[config.mk]
export PLATFORM = sky130hd
export DESIGN_NAME = alu_result_serializer_flat
export DESIGN_NICKNAME = d
export VERILOG_FILES = /design/src/rtl/alu_pkg.sv /design/src/rtl/alu_result_serializer_if.sv /design/src/rtl/alu_result_serializer.sv /design/src/flat_wrapper.sv
export SDC_FILE = /design/constraint.sdc
export NUM_CORES = 1
export LEC_CHECK = 0
export CAP_MARGIN = 30
export CORE_MARGIN = 5
export CORE_UTILIZATION = 45
export CTS_CLUSTER_SIZE = 8
export DETAILED_ROUTE_END_ITERATION = 10
export GPL_TIMING_DRIVEN = 0
export MAX_ROUTING_LAYER = met4
export PLACE_DENSITY_LB_ADDON = 0.05
export REMOVE_ABC_BUFFERS = 1
export SLEW_MARGIN = 20
export SYNTH_ARGS = -nofsm -noshare
export SYNTH_HDL_FRONTEND = slang
export SYNTH_SLANG_ARGS = --single-unit
[constraint.sdc]
create_clock -name CLK -period 2.65 [get_ports CLK]
set_input_delay 0.265 -clock CLK [delete_from_list [all_inputs] [get_ports CLK]]
set_output_delay 0.265 -clock CLK [all_outputs]
set_load 0.005 [all_outputs]
[src/rtl/alu_pkg.sv]
// Shared definitions for the ALU result path.
//   state_e : serializer FSM state encoding (2 bits)
//   BYTE_W  : width of one UART byte
//   ALU_W   : default ALU result width, shared with the ALU units
package alu_pkg;

    localparam int BYTE_W = 8;
    localparam int ALU_W  = 16;

    typedef enum logic [1:0] {
        IDLE      = 2'd0,
        LOAD      = 2'd1,
        WAIT_ACK  = 2'd2,
        WAIT_DONE = 2'd3
    } state_e;

endpackage

[src/rtl/alu_result_serializer_if.sv]
// Bundle of the ALU-result and UART-TX handshake signals around the serializer.
//   ALU_OUT, OUT_Valid : registered ALU result and its one-cycle strobe
//   TX_Busy            : UART TX busy flag
//   TX_P_DATA, TX_D_VLD: byte and one-cycle load strobe to UART TX
//   Ready, Overrun     : accept status and dropped-result pulse
// Handshake: a result is taken when OUT_Valid=1 on a rising edge while
// Ready=1; OUT_Valid with Ready=0 drops the result and pulses Overrun.
// A byte is handed to the TX on the single cycle TX_D_VLD=1, issued only
// after TX_Busy was seen low; the TX acknowledges by raising TX_Busy.
// modport master: the environment (ALU output stage + UART TX).
// modport slave : the serializer itself.
interface alu_result_serializer_if #(
    parameter int Width = alu_pkg::ALU_W
);
    import alu_pkg::*;

    logic [Width-1:0]  ALU_OUT;
    logic              OUT_Valid;
    logic              TX_Busy;
    logic [BYTE_W-1:0] TX_P_DATA;
    logic              TX_D_VLD;
    logic              Ready;
    logic              Overrun;

    modport master (
        output ALU_OUT, OUT_Valid, TX_Busy,
        input  TX_P_DATA, TX_D_VLD, Ready, Overrun
    );

    modport slave (
        input  ALU_OUT, OUT_Valid, TX_Busy,
        output TX_P_DATA, TX_D_VLD, Ready, Overrun
    );

endinterface

[src/rtl/alu_result_serializer.sv]
// Captures one ALU result and sends it to the UART TX as NUM_BYTES bytes,
// least significant byte first, pacing each byte on the TX busy flag.
// Ports:
//   CLK       : system clock, rising edge
//   RST       : synchronous active-high reset
//   bus       : alu_result_serializer_if.slave (ALU result in, TX byte out)
//   dbg_state : current FSM state, for observation only
module alu_result_serializer
    import alu_pkg::*;
#(
    parameter int Width = ALU_W  // multiple of 8, at least 8
) (
    input  logic                     CLK,
    input  logic                     RST,
    alu_result_serializer_if.slave   bus,
    output state_e                   dbg_state
);

    localparam int NUM_BYTES = Width / BYTE_W;
    // Keep the counter at least one bit wide so Width=8 still elaborates.
    localparam int CNT_W     = (NUM_BYTES > 1) ? $clog2(NUM_BYTES) : 1;
    localparam logic [CNT_W-1:0] LAST_CNT = CNT_W'(NUM_BYTES - 1);

    state_e            state_q;
    logic [Width-1:0]  shift_q;
    logic [CNT_W-1:0]  byte_cnt_q;
    logic [BYTE_W-1:0] tx_p_data_q;
    logic              tx_d_vld_q;
    logic              overrun_q;

    always_ff @(posedge CLK) begin
        if (RST) begin
            state_q     <= IDLE;
            shift_q     <= '0;
            byte_cnt_q  <= '0;
            tx_p_data_q <= '0;
            tx_d_vld_q  <= 1'b0;
            overrun_q   <= 1'b0;
        end else begin
            tx_d_vld_q <= 1'b0;
            // Any result offered outside IDLE is dropped; the transfer in
            // flight carries on untouched.
            overrun_q  <= bus.OUT_Valid && (state_q != IDLE);

            case (state_q)
                IDLE: begin
                    if (bus.OUT_Valid) begin
                        shift_q    <= bus.ALU_OUT;
                        byte_cnt_q <= '0;
                        state_q    <= LOAD;
                    end
                end
                LOAD: begin
                    // TX may still be finishing a frame from another source.
                    if (!bus.TX_Busy) begin
                        tx_p_data_q <= shift_q[BYTE_W-1:0];
                        tx_d_vld_q  <= 1'b1;
                        state_q     <= WAIT_ACK;
                    end
                end
                WAIT_ACK: begin
                    if (bus.TX_Busy) begin
                        state_q <= WAIT_DONE;
                    end
                end
                WAIT_DONE: begin
                    if (!bus.TX_Busy) begin
                        if (byte_cnt_q == LAST_CNT) begin
                            state_q <= IDLE;
                        end else begin
                            shift_q    <= shift_q >> BYTE_W;
                            byte_cnt_q <= byte_cnt_q + 1'b1;
                            state_q    <= LOAD;
                        end
                    end
                end
                default: state_q <= IDLE;
            endcase
        end
    end

    assign bus.TX_P_DATA = tx_p_data_q;
    assign bus.TX_D_VLD  = tx_d_vld_q;
    assign bus.Overrun   = overrun_q;
    assign bus.Ready     = (state_q == IDLE);
    assign dbg_state     = state_q;

endmodule
[src/flat_wrapper.sv]
// flat-port wrapper written by rule: the top's interface ports become plain ports
module alu_result_serializer_flat import alu_pkg::*;
#(
    parameter int Width = ALU_W                              
)
  (CLK, RST, dbg_state, bus_ALU_OUT, bus_OUT_Valid, bus_TX_Busy, bus_TX_P_DATA, bus_TX_D_VLD, bus_Ready, bus_Overrun);
  alu_result_serializer_if #(.Width(Width)) bus_i ();
  input  logic CLK;
  input  logic RST;
  output state_e dbg_state;
  input wire logic [$bits(bus_i.ALU_OUT)-1:0] bus_ALU_OUT;
  input wire logic [$bits(bus_i.OUT_Valid)-1:0] bus_OUT_Valid;
  input wire logic [$bits(bus_i.TX_Busy)-1:0] bus_TX_Busy;
  output wire logic [$bits(bus_i.TX_P_DATA)-1:0] bus_TX_P_DATA;
  output wire logic [$bits(bus_i.TX_D_VLD)-1:0] bus_TX_D_VLD;
  output wire logic [$bits(bus_i.Ready)-1:0] bus_Ready;
  output wire logic [$bits(bus_i.Overrun)-1:0] bus_Overrun;
  assign bus_i.ALU_OUT = bus_ALU_OUT;
  assign bus_i.OUT_Valid = bus_OUT_Valid;
  assign bus_i.TX_Busy = bus_TX_Busy;
  assign bus_TX_P_DATA = bus_i.TX_P_DATA;
  assign bus_TX_D_VLD = bus_i.TX_D_VLD;
  assign bus_Ready = bus_i.Ready;
  assign bus_Overrun = bus_i.Overrun;
  alu_result_serializer #(.Width(Width)) u_core (.CLK(CLK), .RST(RST), .bus(bus_i), .dbg_state(dbg_state));
endmodule
After elaboration in Yosys (flattened, before gate mapping)
Index checks and enable logic that the tools add are counted.
W data, S select, Z words.
{"block": "classes", "add_sub_neg": 1, "n_eq_ne": 8, "n_mux": 15, "n_bitwise": 2, "n_reduce_logical": 9}
{"operator": "$mux W16", "count": 3}
{"operator": "$pmux W16 S2", "count": 1}
{"operator": "$ne A2 B2 Y1 const B", "count": 5}
{"operator": "$mux W2", "count": 4}
{"operator": "$pmux W2 S4", "count": 1}
{"operator": "$reduce_and A4 Y1", "count": 2}
{"operator": "$mux W1", "count": 5}
{"operator": "$eq A2 B2 Y1 const B", "count": 2}
{"operator": "$reduce_bool A2 Y1", "count": 2}
{"operator": "$reduce_and A3 Y1", "count": 1}
{"operator": "$eq A2 B1 Y1 const B", "count": 1}
{"operator": "$logic_not A2 Y1", "count": 1}
{"operator": "$not A1 Y1", "count": 2}
{"operator": "$pmux W1 S2", "count": 1}
{"operator": "$reduce_and A2 Y1", "count": 1}
{"operator": "$reduce_or A2 Y1", "count": 1}
{"operator": "$add A1 B1 Y1 const B", "count": 1}
{"operator": "$logic_and A1 B1 Y1", "count": 1}
{"block": "word_totals", "register_bits": 29, "output_inout_bits": 13, "wordCells": 41}

Longest topological paths before layout
{"block": "depth", "ltp_word": 4, "mapped_depth": 7, "mapped_depth_nobuf": 6}

Least setup slack after synthesis
OpenSTA, ideal clock, no wires.
{"block": "synth_timing", "path_kind": "register to register", "from": "reg u_core.state_q[0] (netlist: u_core.dbg_state[0])", "to": "reg u_core.shift_q[0]", "arrival_time_ns": 1.466, "required_ns": 2.514, "slack_ns": 1.048, "stages_incl_launch_ff": 8, "cell_sequence": "dfxtp_1 -> inv_1 -> ha_1 -> nor2b_2 -> o211a_4 -> buf_6 -> nor2_1 -> a211oi_2"}
{"block": "synth_via", "elab_chain_cells": 3}
{"element": "from (decl)", "line_no": "alu_result_serializer.sv:24", "rtl": "state_e state_q;"}
{"element": "from (signal assigned)", "line_no": "alu_result_serializer.sv:33", "rtl": "state_q <= IDLE;"}
{"element": "from (signal assigned)", "line_no": "alu_result_serializer.sv:50", "rtl": "state_q <= LOAD;"}
{"element": "from (signal assigned)", "line_no": "alu_result_serializer.sv:58", "rtl": "state_q <= WAIT_ACK;"}
{"element": "$logic_not A2 Y1 (*)"}
{"element": "via bus_Ready", "line_no": "flat_wrapper.sv:16", "rtl": "output wire logic [$bits(bus_i.Ready)-1:0] bus_Ready;"}
{"element": "$ne A2 B2 Y1 (no line) / $reduce_bool A2 Y1 (equally long branches)"}
{"element": "$reduce_and A4 Y1 (no line)"}
{"element": "to (signal assigned)", "line_no": "alu_result_serializer.sv:48", "rtl": "shift_q <= bus.ALU_OUT;"}
{"element": "to (signal assigned)", "line_no": "alu_result_serializer.sv:71", "rtl": "shift_q <= shift_q >> BYTE_W;"}
{"element": "to (decl)", "line_no": "alu_result_serializer.sv:25", "rtl": "logic [Width-1:0] shift_q;"}
The timed path passes the listed nets; every way through them passes the cells marked *.
A chain may end at the register's enable or synchronous reset.

Worst setup path in the final report
{"block": "layout_timing", "from": "reg u_core.state_q[1] (netlist: u_core.dbg_state[1])", "to": "reg u_core.shift_q[1]"}
{"block": "layout_via", "elab_chain_cells": 3}
{"element": "$eq A2 B2 Y1 / $logic_not A2 Y1 (equally long branches)", "line_no": "alu_result_serializer.sv:45", "rtl": "case (state_q)"}
{"element": "$ne A2 B2 Y1 (no line) / $reduce_bool A2 Y1 (equally long branches)"}
{"element": "$reduce_and A4 Y1 (no line)"}
Parallel ways exist; a longest one is shown, timed or not.

==> run summary <==
The flow ran to the end, and the final reports show no timing, DRC or antenna violations. The top flip-flop cell by instance count after synthesis was sky130_fd_sc_hd__dfxtp_1. Once the floorplan was initialized, standard cells occupied 47.68% of the core.

The detailed route wirelength on metal3 is 173 µm. The floorplan step set the die width to 64.29 µm. The most instantiated library cell after synthesis was sky130_fd_sc_hd__dfxtp_1. The wire length of the first global-routing pass is 4629 µm, and the buffer levels on the longest clock path is 2. The tools report the wire length reported by the detailed router as 2614 µm.

Entering global routing, the biggest net connects 30 pins. The count of nets left with antenna violations once routing finished came out at 0. In this run switching power makes up 37.56% of total power. The remaining max-slew budget at the tightest pin came out at 47.03%.

The number of max-slew violations in the final report came out at 0. Fill cells in the final layout number 263. Highest ir drop seen on vdd: 765.8 µV. Highest metal layer with signal wires: met4. The logs give 33 for the number of top-level pins and 43.77% for the post-synthesis sequential area ratio. The post-synthesis average cell area came out at 9.473 µm². The sum of net half-perimeters after detailed placement came out at 1772 µm. In this run, post-CTS hold repair placed 0 buffers.

Once the clock tree was built, the setup fixing pass inserted 0 buffers. Data on the critical path is required at its endpoint by 2.90 ns. The logs give 2.45 ns for the arrival time of the worst setup path and 0 for the max-cap violation count. At the later pin of the worst-skew pair, clock insertion delay measures 0.32 ns. Yosys mapped a number of flops with a built-in enable equal to 0. Setup repair after global routing left no endpoint under its margin. For this design the total switching power over the nets is 654.3 µW. In this run the vertical extent of the chip is 64.29 µm. For the power share of the clock group, the log shows 17.5%. The share of total power dissipated in sequential elements is 37.9%.

Summing all flip-flop and latch instances after layout gives 580.6 µm². TritonCTS built the clock tree. The run gives 0 as the final number of hold-violating endpoints. The sink count of the clock tree is 29. The H-tree generated during clock tree synthesis spans 2 levels. The first routing iteration left 65 violations.

Adding up every negative setup slack in the final design gives 0 ns. The area of combinational cells with multiple inputs was 676.9 µm²; the final-stage net count was 195. Yosys printed 0 warnings. The tools report the post-synthesis cell area as 0.001326 mm². For the pin with the worst max-slew slack, the measured transition is 0.7945 ns. On the final layout, the worst clock skew is 0.004818 ns.

Static timing analysis puts the maximum clock frequency at 453.8 MHz. The leakage dissipation was 0.5980 nW. Of the available clock period, the critical path in the final layout requires 83.15%. After synthesis, the most frequently instantiated cells are sky130_fd_sc_hd__dfxtp_1 (29), sky130_fd_sc_hd__nand2_1 (25), sky130_fd_sc_hd__a21oi_1 (16).

The biggest area contributor in the post-synthesis netlist is sky130_fd_sc_hd__dfxtp_1. The run gives 19 as the placement row count. 0 antenna diodes ended up in the layout. The die footprint was 0.004133 mm².

Number of gates resized after CTS: 0. In this run the power density over the cells is 1029 mW/mm². In this run, synthesis produced a sequential element count of 29. The synthesis-to-finish area growth is 27.64%. The run gives 1025 as the number of global-route vias before repair. TritonCTS created 5 clock buffers. The worst setup path is launched from a register. The cell sitting at the root of the clock tree is a sky130_fd_sc_hd__clkbuf_4.

The length of the first detailed-routing pass in iterations is 4, and the count of unresolved DRC violations after routing is 0. The peak fanout along the critical path was 24. The floorplan step defined a core boundary enclosing 0.002781 mm². The initial antenna violation count was 0. In this run the cell area measured after placement is 0.001623 mm². The kind of critical path was register to register.

The detailed-route vias per instance is 5.208, and the gate count of the mapped netlist is 140. Detailed routing inserted a total of 1052 vias. Setup violations remaining at the end of the flow were counted as 0. The shortest period the worst path allows is 2.204 ns. The path class of the tightest hold or removal check is input pin to register.

For flop-to-flop paths, the worst setup slack is 0.45 ns. After clock tree synthesis, the clock-pin slew on the worst setup and hold paths is 0.09 ns. The tools report the total global routing track utilization as 14.61%.

In this run, the combinational gates consume 44.6% of the power. After detailed routing, the average wire length per cell comes to 12.94 µm. Counting flops with an async set or reset pin after synthesis yields a share of 0%.

For the routed length on met1, the log shows 1116 µm. The synthesized netlist contains 28 unique library cells. The top cell type by area accounts for 43.77% of the synthesized area. Cell internal power was estimated by the tool at 1.088 mW. At the end of routability-driven placement, the weighted congestion stood at 0.8123. The total overflow left after global routing is 0.

STA classifies the critical path endpoint as a register. After detailed routing, the met2 layer carries 1265 µm of wire. By area the synthesized netlist is led by sky130_fd_sc_hd__dfxtp_1 (44%), sky130_fd_sc_hd__a211oi_2 (7.5%), sky130_fd_sc_hd__nand2_1 (7.1%), sky130_fd_sc_hd__mux2i_1 (6.8%), sky130_fd_sc_hd__a21oi_1 (6.0%).

The count of buffers from port buffering was 32; the post-route cell area was 0.001693 mm². The share of cells above drive strength 1 is 14.62%.
-- through the flow --
| step | hold WS [ns] | std cells | util [%] | setup WS [ns] | power [mW] |
|---|---|---|---|---|---|
| floorplan | 0.3274 | 131 | - | 0.7576 | 1.211 |
| global placement | 0.4380 | 194 | 58.52 | 0.4298 | 1.435 |
| detailed placement | 0.4439 | 194 | 58.34 | 0.4060 | 1.458 |
| CTS | 0.4308 | 202 | 60.86 | 0.3802 | 1.765 |
| global route | 0.4412 | 202 | 60.86 | 0.1939 | 1.904 |
| finish | 0.4381 | 202 | 60.86 | 0.4464 | 1.742 |
-- final cells by class --
cell class                      count  share of cell area, %
Multi-Input combinational cell     99                  39.99
Sequential cell                    29                  34.29
Timing Repair Buffer               32                  18.63
Clock buffer                        7                  3.843
Tap cell                           31                  2.291
Inverter                            3                 0.6652
Clock inverter                      1                 0.2956
-- critical path, cell delays in order, from the launching register on --
cell,delay [ns]
sky130_fd_sc_hd__dfxtp_1,0.43
sky130_fd_sc_hd__ha_1,0.72
sky130_fd_sc_hd__nor2b_4,0.30
sky130_fd_sc_hd__o211a_4,0.38
sky130_fd_sc_hd__nor2_1,0.10
sky130_fd_sc_hd__a211oi_2,0.19
-- power by group through the flow --
stage	Clock (mW)	Combinational (mW)	Sequential (mW)
after floorplan	0	0.551	0.660
after CTS	0.313	0.792	0.660
after detailed placement	0	0.787	0.670
after global placement	0	0.768	0.666
after global routing	0.343	0.877	0.684
final	0.305	0.778	0.659
-- registers in the layout (all words and copies together) (netlist names) --
signal and flops:
u_core.bus.TX_D_VLD 1, u_core.shift_q 16, u_core.byte_cnt_q 1, u_core.bus.Overrun 1
u_core.bus.TX_P_DATA 8, u_core.dbg_state 2
-- cell usage in the layout, fill, tap and decap left out --
cell type                          n
sky130_fd_sc_hd__nor3_1            1
sky130_fd_sc_hd__mux2i_1           9
sky130_fd_sc_hd__a211oi_2          8
sky130_fd_sc_hd__ha_1              5
sky130_fd_sc_hd__a221oi_1          1
sky130_fd_sc_hd__inv_1             3
sky130_fd_sc_hd__and3_1            1
sky130_fd_sc_hd__o211ai_2          1
sky130_fd_sc_hd__nor2b_4           1
sky130_fd_sc_hd__o211a_4           1
sky130_fd_sc_hd__nand3b_2          2
sky130_fd_sc_hd__nor2b_2           1
sky130_fd_sc_hd__a211oi_1          1
sky130_fd_sc_hd__clkbuf_4          5
sky130_fd_sc_hd__nor2b_1           1
sky130_fd_sc_hd__a21oi_1          16
sky130_fd_sc_hd__nor3b_1           1
sky130_fd_sc_hd__a21oi_2           2
sky130_fd_sc_hd__nand2b_1          3
sky130_fd_sc_hd__nand3_1           1
sky130_fd_sc_hd__nand2_1          25
sky130_fd_sc_hd__dfxtp_1          29
sky130_fd_sc_hd__nand3b_1          6
sky130_fd_sc_hd__clkbuf_8          2
sky130_fd_sc_hd__nor2_1           10
sky130_fd_sc_hd__clkinv_2          1
sky130_fd_sc_hd__buf_2             1
sky130_fd_sc_hd__clkdlybuf4s50_1  31
sky130_fd_sc_hd__o21ai_0           2
-- per-layer routing --
layer / track usage, % / up-vias
met5: - / -
met2: 22.14 / 25
met4: 6.107 / 0
met3: 6.305 / 7
met1: 16.77 / 480
li1: - / 540
-- cell families (layout without fill, tap and decap cells) --
family	count (synthesis)	count (layout)	synth area share, %
adders and majority gates	5	5	4.717
muxes	9	9	6.793
buffers and inverters	12	43	5.187
AOI/OAI and AO/OA	32	32	19.15
DFF	29	29	43.77
and+or+nand+nor	53	53	20.38
-- final timing paths --
kind,startpoint,endpoint,depth (start not counted)
worst min register to register,u_core.shift_q[3],u_core.bus.TX_P_DATA[3],2
worst max register to register,u_core.dbg_state[1],u_core.shift_q[1],5
worst max-delay path,u_core.dbg_state[1],u_core.shift_q[1],5
worst min-delay path,RST,u_core.dbg_state[1],2
(Power assumes the default switching activity.)
